`config.mk`:
```
export PLATFORM = sky130hd
export DESIGN_NAME = peripheral_uart_rfifo_gen_wb
export DESIGN_NICKNAME = d
export VERILOG_FILES = /design/src/rtl/peripheral_uart_rfifo_gen_wb.sv
export SDC_FILE = /design/constraint.sdc
export NUM_CORES = 1
export LEC_CHECK = 0
export BUFFER_PORTS_ARGS = -buffer_cell sky130_fd_sc_hd__buf_4
export CAP_MARGIN = 10
export CELL_PAD_IN_SITES_DETAIL_PLACEMENT = 0
export CELL_PAD_IN_SITES_GLOBAL_PLACEMENT = 1
export CORE_ASPECT_RATIO = 0.75
export CORE_UTILIZATION = 50
export CTS_CLUSTER_DIAMETER = 60
export DETAILED_ROUTE_END_ITERATION = 7
export GPL_ROUTABILITY_DRIVEN = 0
export PLACE_DENSITY = 0.73
export SKIP_CTS_REPAIR_TIMING = 1
export SYNTH_ARGS = -nofsm -noshare
export SYNTH_HDL_FRONTEND = slang
export SYNTH_SLANG_ARGS = --single-unit
```
`constraint.sdc`:
```
create_clock -name clk -period 4 [get_ports clk]
set_input_delay 0.8 -clock clk [delete_from_list [all_inputs] [get_ports clk]]
set_output_delay 0.8 -clock clk [all_outputs]
set_load 0.005 [all_outputs]
```
`src/rtl/peripheral_uart_rfifo_gen_wb.sv`:
```
// UART receive FIFO with per-entry error flags, sticky overrun and RX trigger level.
// First-word fall-through: data_out always shows the head entry, zero while empty.
module peripheral_uart_rfifo_gen_wb #(
  parameter int DATA_W = 8,
  parameter int ERR_W  = 3,
  parameter int DEPTH  = 16,
  parameter int PTR_W  = $clog2(DEPTH),
  parameter int CNT_W  = PTR_W + 1
) (
  input  logic                    clk,
  input  logic                    wb_rst_i,
  input  logic                    fifo_reset,
  input  logic                    reset_status,
  input  logic                    push,
  input  logic                    pop,
  input  logic [DATA_W+ERR_W-1:0] data_in,
  input  logic [1:0]              trig_level,
  output logic [DATA_W+ERR_W-1:0] data_out,
  output logic [CNT_W-1:0]        count,
  output logic                    empty,
  output logic                    full,
  output logic                    overrun,
  output logic [CNT_W-1:0]        err_count,
  output logic                    error_bit,
  output logic                    trigger
);

  localparam int ENT_W = DATA_W + ERR_W;
  localparam logic [PTR_W-1:0] PTR_ONE = 1;
  localparam logic [CNT_W-1:0] CNT_ONE = 1;

  logic [ENT_W-1:0] mem [DEPTH];
  logic [PTR_W-1:0] head;
  logic [PTR_W-1:0] tail;
  logic [CNT_W-1:0] threshold;
  logic             do_push;
  logic             do_pop;
  logic             in_err;
  logic             head_err;

  assign empty     = (count == '0);
  assign full      = (count == CNT_W'(DEPTH));
  assign error_bit = (err_count != '0);
  assign trigger   = (count >= threshold);
  assign data_out  = empty ? '0 : mem[head];

  // A push while full only lands if a pop frees the head slot in the same cycle.
  always_comb begin
    do_push  = push && (!full || pop);
    do_pop   = pop && !empty;
    in_err   = |data_in[ERR_W-1:0];
    head_err = |mem[head][ERR_W-1:0];
  end

  always_comb begin
    threshold = CNT_ONE;
    case (trig_level)
      2'd0: threshold = CNT_ONE;
      2'd1: threshold = CNT_W'(DEPTH / 4);
      2'd2: threshold = CNT_W'(DEPTH / 2);
      2'd3: threshold = CNT_W'(DEPTH - 2);
      default: threshold = CNT_ONE;
    endcase
  end

  // Storage is never reset; outputs are masked by the counters instead.
  always_ff @(posedge clk) begin
    if (do_push) mem[tail] <= data_in;
  end

  always_ff @(posedge clk) begin
    if (wb_rst_i || fifo_reset) begin
      head      <= '0;
      tail      <= '0;
      count     <= '0;
      err_count <= '0;
      overrun   <= 1'b0;
    end else begin
      if (do_push) tail <= tail + PTR_ONE;
      if (do_pop)  head <= head + PTR_ONE;
      case ({do_push, do_pop})
        2'b10:   count <= count + CNT_ONE;
        2'b01:   count <= count - CNT_ONE;
        default: count <= count;
      endcase
      case ({do_push && in_err, do_pop && head_err})
        2'b10:   err_count <= err_count + CNT_ONE;
        2'b01:   err_count <= err_count - CNT_ONE;
        default: err_count <= err_count;
      endcase
      // Clearing wins over a same-cycle lost character.
      if (reset_status)               overrun <= 1'b0;
      else if (push && full && !pop)  overrun <= 1'b1;
    end
  end

endmodule

```
==> Word-level counts from Yosys, hierarchy flattened <==
Memory sizes are Yosys's and may differ from the RTL's. A register that Yosys moved wholly into a read port is not among the register bits.
Cells that the tools add are included.
Widths: inputs -> output; s select.
{ "word_totals": {"n_memories": 1, "input_bits": 19, "ramBits": 176, "ff_bits": 19, "out_inout_bits": 26, "wordCells": 48} }
{ "op_classes": {"mux": 8, "reduce_logical": 19, "addsub": 6, "n_eq_ne": 8, "magnitude_cmp": 1} }
{ "mem_list": {"columns": ["memory", "words", "word_bits", "rd", "rd_clocked_by_memory_dff", "wr", "line_no", "text"], "rows": [
  ["mem", 16, 11, 1, 1, 1, "32", "logic [ENT_W-1:0] mem [DEPTH];"]
]} }
{ "op_table": {"columns": ["op", "count"], "rows": [
  ["$pmux 5 s2", 2],
  ["$pmux 5 s4", 1],
  ["$mux 11", 1],
  ["$add 5x1->5 const B", 2],
  ["$sub 5x1->5 const B", 2],
  ["$add 4x1->4 const B", 2],
  ["$eq 2x2->1 const B", 4],
  ["$mux 4", 2],
  ["$eq 2x1->1 const B", 3],
  ["$logic_and 1x1->1", 6],
  ["$reduce_or 3->1", 2],
  ["$eq 5x5->1 const B", 1],
  ["$ge 5x5->1", 1],
  ["$logic_not 5->1", 1],
  ["$reduce_bool 5->1", 1],
  ["$reduce_bool 2->1", 2],
  ["$logic_not 1->1", 3],
  ["$logic_not 2->1", 1],
  ["$logic_or 1x1->1", 2],
  ["$mux 1", 2],
  ["$reduce_or 2->1", 1]
]} }

==> Logic depth before layout (Yosys ltp) <==
Gate-level depths: netlist of the first run.
{ "depth": {"ltp_word": 7, "ltp_mapped": 14, "depth_no_buf": 12} }

==> Worst setup path after synthesis of the first run <==
OpenSTA, ideal clock, no wires.
{ "synth_path": {"path_type": "register to register", "from": "register with a tool-made name", "to": "register err_count[4]", "path_buffers": 2, "period_less_slack_ns": 3.384, "required_time_ns": 3.929, "t_arrival_ns": 3.313, "path_slack_ns": 0.616, "path_stages_with_launch": 14, "setup_ns": 0.071, "path_cell_list": "dfxtp_1 > clkbuf_1 > clkbuf_1 > mux4_2 > a22oi_1 > nand3_1 > o31a_1 > ha_1 > ha_1 > nor2b_1 > o21ai_0 > a21oi_1 > or4_1 > a21oi_1"} }
{ "synth_rtl": {"columns": ["element", "line_no", "text"], "rows": [
  ["to (signal assigned)", "87", "2'b10: err_count <= err_count + CNT_ONE;"],
  ["to (signal assigned)", "88", "2'b01: err_count <= err_count - CNT_ONE;"],
  ["to (signal assigned)", "89", "default: err_count <= err_count;"],
  ["to (decl)", "23", "output logic [CNT_W-1:0] err_count,"]
]} }

==> results of run 1 <==
==> critical path, stage by stage, from the launching register on <==
cell	delay (ns)
dfxtp_2	0.45
buf_12	0.24
mux4_2	0.51
a22oi_1	0.23
nand3_1	0.15
o31a_1	0.29
ha_1	0.25
ha_1	0.32
nor2b_1	0.15
o21ai_0	0.19
a21oi_1	0.11
or4_1	0.46
a21oi_1	0.15
==> how the worst min path moves through the flow <==
stage	depth (start not counted)	start	slack, ns	endpoint
floorplan	2	err_count[4]$_SDFFE_PP0P_	0.48	err_count[4]$_SDFFE_PP0P_
global placement	2	err_count[4]$_SDFFE_PP0P_	0.50	err_count[4]$_SDFFE_PP0P_
detailed placement	2	err_count[4]$_SDFFE_PP0P_	0.50	err_count[4]$_SDFFE_PP0P_
CTS	2	reset_status	0.51	overrun$_SDFFE_PP0P_
global route	2	reset_status	0.51	overrun$_SDFFE_PP0P_
finish	2	err_count[4]$_SDFFE_PP0P_	0.51	err_count[4]$_SDFFE_PP0P_
==> cell usage after synthesis <==
master / n / area, um^2
a21o_1: 3 / 22.5
a21oi_1: 12 / 60.1
a22oi_1: 2 / 15.0
a31oi_1: 4 / 25.0
and2_1: 1 / 6.26
and3_1: 1 / 6.26
buf_1: 2 / 7.51
buf_4: 1 / 7.51
buf_6: 5 / 56.3
clkbuf_1: 11 / 41.3
dfxtp_1: 23 / 460
edfxtp_1: 176 / 5290
fa_1: 2 / 40.0
ha_1: 17 / 213
inv_1: 14 / 52.6
mux2i_1: 4 / 40.0
mux4_2: 53 / 1190
nand2_1: 12 / 45.0
nand2b_1: 3 / 18.8
nand3_1: 4 / 20.0
nand4_1: 2 / 12.5
nor2_1: 35 / 131
nor2b_1: 14 / 87.6
nor3_1: 6 / 30.0
nor4_1: 2 / 12.5
o21ai_0: 3 / 15.0
o31a_1: 1 / 8.76
o31ai_1: 2 / 15.0
or2_2: 1 / 6.26
or3_1: 1 / 6.26
or4_1: 1 / 7.51
xnor2_1: 5 / 43.8
xor2_1: 7 / 61.3
==> sequential cells by signal (all words and copies together), names as in the netlist, named ones only <==
signal	cells
mem	176
count	5
err_count	5
head	4
tail	4
overrun	1
==> power groups by stage <==
stage / logic, mW / clock network [mW] / registers, mW
after floorplan: 0.110 / 0 / 2.33
after global placement: 0.198 / 0 / 2.33
after detailed placement: 0.204 / 0 / 2.33
after CTS: 0.206 / 1.76 / 2.28
after global routing: 0.226 / 1.85 / 2.28
final: 0.203 / 1.73 / 2.28
==> stage by stage <==
stage	setup WS [ns]	instance area, um^2	total power, mW	cells
floorplan	0.616	8050	2.44	430
global placement	0.492	8750	2.53	685
detailed placement	0.441	8750	2.53	685
CTS	0.405	9350	4.25	716
global route	0.137	9350	4.36	716
finish	0.415	9350	4.22	716
==> cells in the final DEF, fill, tap and decap left out, types with 7 or more instances in the layout <==
master       n
mux4_2      53
xor2_1       7
a21oi_1     12
nand2_1     12
ha_1        17
dfxtp_1     21
nor2b_1     14
nor2_1      35
inv_1       14
edfxtp_1   176
buf_4       68
clkbuf_16   17
==> layer usage <==
metal | GRT usage, % | vias up | routed length (um)
met5 | 0 | - | 0
met3 | 4.71 | 14 | 674
met1 | 32.1 | 2138 | 7710
met4 | 6.12 | 0 | 182
li1 | - | 1832 | -
met2 | 31.5 | 91 | 7500
==> logic make-up after synthesis <==
group	Yosys count	share of synthesized area [%]
buffers and inverters	33	2.05
xor gates and xnor gates	12	1.30
adders and majority gates	19	3.14
DFF	199	71.3
AOI/OAI and AO/OA	27	2.00
and+or+nand+nor	83	4.85
muxes	57	15.3
==> layout make-up <==
cell class	instances	area share (%)
multi-input combinational	198	23.1
clock buffer	17	4.55
inverter	14	0.562
timing repair buffer	69	5.67
clock inverter	14	1.89
sequential	199	61.5
tap	205	2.74
==> reports/qor.yml, run 1 <==
crit_required_ns: 4.36
crit_path_end: "err_count[4]$_SDFFE_PP0P_"
dieArea_um2: 16600
fin_skew_ns: 0.00826
yosysSeqAreaShare_pct: 71.3
wire_per_inst_um: 22.4
p_clk_share_pct: 41.1
final_nets: 537
area_growth_syn_to_layout_pct: 16.1
insertion_delay_ns: 0.43
p_per_area_nw_per_um2: 451
drt_drc_violations_left: 0
reg2reg_to: "err_count[4]$_SDFFE_PP0P_"
cts_root_buf: "clkbuf_16"
syn_area_per_cell_um2: 18.7
peakVddDrop_mv: 0.307
io_buffers: 44
antenna_found_initial: 0
fin_crit_ns: 3.58
clock_sinks: 199
r2r_cells: 12
sw_frac_of_total_pct: 20.5
cts_tree: "built"
worst_pin_slew_ns: 0.726
rsz0062_at_grt: "false"
max_clock_freq_mhz: 279
die_h_um: 112
synthCells: 430
initial_utilization_pct: 52.1
end_kind: "flip-flop"
syn-num-nets: 468
hold-worst-slack_ns: 0.514
via_per_inst: 5.69
cts.clk_slew.worst_paths_ns: 0.07
grtUsageTotal_pct: 21.3
drtIter0Drc: 336
setup_viol: 0
grt-ovfl-total: 0
fin_setup_tns_ns: 0
final_util_pct: 60.5
fillerInstances: 1111
ys_ff_latch: 199
num_rows: 39
drive_gt1_share_pct: 31.1
p_comb_share_pct: 4.8
slew_viol_final: 0
multi_input_area_um2: 2160
grt_pass1_vias: 4106
p_int_mw: 3.36
leakage_nw: 3.16
status: "completed"
hold_viol_final: 0
cts_buffers: 17
cap_violations: 0
clockBufferDepth: 2
grt_pass1_wl_mm: 25.0
drt-total-wl_mm: 16.1
finalCritPeriodShare_pct: 89.6
yosys_warnings: 0
core_um2: 15500
seqPwrFrac_pct: 54.1
place_hpwl_mm: 9.91
startpoint_type: "flip-flop"
ys_types: 33
grt_start_max_net_pins: 21
ioPinCount: 45
cp_max_fo: 20
p_sw_mw: 0.863
r2r_slack_ns: 0.42
slew_headroom_pct: 51.1
dr_total_vias: 4075
hp-class: "flip-flop to flip-flop"
htree_levels: 4
diodes: 0
path_class: "flip-flop to flip-flop"
regArea_um2: 5750
syn_area_um2: 8050
die_w_um: 149
ant_nets: 0
critPathArrivalTime_ns: 3.94
detailedRoute.firstPassIterationCount: 4
Note: power is estimated with default switching activity, not from simulation.
==> run 2: changes to the inputs <==
--- a/config.mk
+++ b/config.mk
@@ -9,7 +9,6 @@
 export CAP_MARGIN = 10
 export CELL_PAD_IN_SITES_DETAIL_PLACEMENT = 0
 export CELL_PAD_IN_SITES_GLOBAL_PLACEMENT = 1
-export CORE_ASPECT_RATIO = 0.75
 export CORE_UTILIZATION = 50
 export CTS_CLUSTER_DIAMETER = 60
 export DETAILED_ROUTE_END_ITERATION = 7
==> run 2 against run 1 <==
Power decreased by 1.5%. Largest cell class unchanged. Global-route usage decreased by 0.56 points. Wire length decreased by 3.0%. Non-clock buffer count unchanged. Critical endpoint is now data_out[10]. Worst setup slack got worse by 0.18 ns. Combinational power decreased by 2%. Clock skew decreased by 0.0016 ns.
==> reports/qor.yml, run 2 (same netlist as run 1, synthesis figures left out) <==
worst_pin_slew_ns: 0.745  # was 0.726 ns
grt_pass1_vias: 4108  # was 4106
critPathArrivalTime_ns: 2.97  # was 3.94 ns
final_cell_mix: "edfxtp_1 (176), buf_4 (69), mux4_2 (53)"  # was edfxtp_1 (176), buf_4 (68), mux4_2 (53)
route.met3.wl_um: 908  # was 674 um
end_kind: "output pin"  # was flip-flop
hold_viol_final: 0  # unchanged
die_h_um: 129  # was 112 um
drive_gt1_share_pct: 31.1  # about the same
cp_common_cell: "buf_4"
regArea_um2: 5750  # unchanged
placed_cells: 696  # was 685
cp_slowest_cell: "mux4_2"  # unchanged
peakVddDrop_mv: 0.331  # was 0.307 mV
cts_tree: "built"  # unchanged
cp_max_fo: 18  # was 20
path_class: "flip-flop to output pin"  # was flip-flop to flip-flop
drt-total-wl_mm: 15.6  # was 16.1 mm
slew_viol_final: 0  # unchanged
drt_drc_violations_left: 0  # unchanged
area_growth_syn_to_layout_pct: 15.8  # was 16.1%
grt_start_max_net_pins: 21  # unchanged
fin_crit_ns: 3.77  # was 3.58 ns
dieArea_um2: 16600  # about the same
regMostFlops: "mem"  # unchanged
ant_nets: 0  # unchanged
cts_root_buf: "clkbuf_16"  # unchanged
multi_input_area_um2: 2160  # unchanged
detailedRoute.firstPassIterationCount: 5  # was 4
leakage_nw: 3.15  # was 3.16 nW
insertion_delay_ns: 0.43  # about the same
largest_reg_flops: 176  # unchanged
startpoint_type: "flip-flop"  # unchanged
grtUsageTotal_pct: 20.8  # was 21.3%
grt_pass1_wl_mm: 24.2  # was 25.0 mm
reg_top3: "mem x176, count x5, err_count x5"  # unchanged
htree_levels: 4  # unchanged
ioPinCount: 45  # unchanged
cts_buffers: 17  # unchanged
wl_met1_mm: 6.66  # was 7.71 mm
max_clock_freq_mhz: 266  # was 279 MHz
fin_skew_ns: 0.00665  # was 0.00826 ns
place_hpwl_mm: 10.3  # was 9.91 mm
final_cells: 728  # was 716
clockBufferDepth: 2  # unchanged
cap_violations: 0  # unchanged
initial_utilization_pct: 50.9  # was 52.1%
p_per_area_nw_per_um2: 445  # was 451 nW/um^2
wire_per_inst_um: 21.4  # was 22.4 um
io_buffers: 44  # unchanged
critPathMaxStageDelay_ns: 0.58  # was 0.51 ns
crit_chain: "buf_4 > buf_4 > mux4_2 > mux4_2 > nor2b_1 > buf_4"  # was buf_12 > mux4_2 > a22oi_1 > nand3_1 > o31a_1 > ha_1 > ha_1 > nor2b_1 > o21ai_0 > a21oi_1 > or4_1 > a21oi_1
diodes: 0  # unchanged
wl_met2_mm: 7.72  # was 7.50 mm
clock_sinks: 199  # unchanged
num_rows: 46  # was 39
finalCritPeriodShare_pct: 94.1  # was 89.6%
antenna_found_initial: 0  # unchanged
die_w_um: 129  # was 149 um
grt-ovfl-total: 0  # unchanged
top_layer_used: "met4"  # unchanged
fin_setup_tns_ns: 0  # unchanged
final_nets: 537  # unchanged
rsz0062_at_grt: "false"  # unchanged
via_per_inst: 5.55  # was 5.69
hp-class: "flip-flop to flip-flop"  # unchanged
setup_viol: 0  # unchanged
cts.clk_slew.worst_paths_ns: 0.07  # about the same
final_common_cell: "edfxtp_1"  # unchanged
slew_headroom_pct: 50.4  # was 51.1%
drtIter0Drc: 268  # was 336
core_um2: 15800  # was 15500 um^2
status: "completed"  # unchanged
p_total_mw: 4.16  # was 4.22 mW
dr_total_vias: 4042  # was 4075
fillerInstances: 1184  # was 1111
crit_required_ns: 3.20  # was 4.36 ns
run 2: changes by cell type in the layout (fill, tap and decap cells not counted), sizes merged:
cell | before | now
bufinv | 3 | 2
clkinv | 5 | 7
run 2: final cells by class:
type                            count  share of cell area, %
Clock buffer                       17                   4.56
Clock inverter                     15                   1.62
Inverter                           14                  0.563
Multi-Input combinational cell    198                   23.2
Sequential cell                   199                   61.6
Tap cell                          216                   2.90
Timing Repair Buffer               69                   5.55
run 2: stage by stage:
stage / util (%) / setup slack [ns] / instance area (um^2) / hold WS, ns
3_3_place_gp: 55.3 / 0.449 / 8750 / 0.500
6_report: 58.9 / 0.234 / 9330 / 0.523
5_1_grt: 58.9 / 0.0473 / 9330 / 0.505
4_1_cts: 58.9 / 0.152 / 9330 / 0.510
2_1_floorplan: - / 0.616 / 8050 / 0.482
3_5_place_dp: 55.3 / 0.349 / 8750 / 0.505
run 2: path summary, 6_finish.rpt:
path                                                 from                   endpoint  slack [ns]  cells past startpoint
worst max-delay path                            flip-flop               data_out[10]        0.23                      6
worst min-delay path            err_count[4]$_SDFFE_PP0P_  err_count[4]$_SDFFE_PP0P_        0.52                      2
worst max register to register                  flip-flop  err_count[4]$_SDFFE_PP0P_        0.35                     10
worst min register to register  err_count[4]$_SDFFE_PP0P_  err_count[4]$_SDFFE_PP0P_        0.52                      2
run 2: power breakdown:
group | leakage [nW] | switching (mW) | internal (mW) | total [mW]
registers | 1.78 | 0.0109 | 2.27 | 2.28
logic | 1.09 | 0.105 | 0.0942 | 0.199
clock network | 0.276 | 0.750 | 0.922 | 1.67
run 2: metal layers:
metal	vias up	GRT usage [%]
met5	-	0
met4	0	8.10
met3	24	4.49
met2	113	33.0
met1	2072	28.4
li1	1833	-
run 2: worst max-delay path, delay by kind of cell (launching register included):
kind	cells	cell delay, ns
mux	2	1.07
buf+inv	3	0.75
flops	1	0.54
simple gates	1	0.15
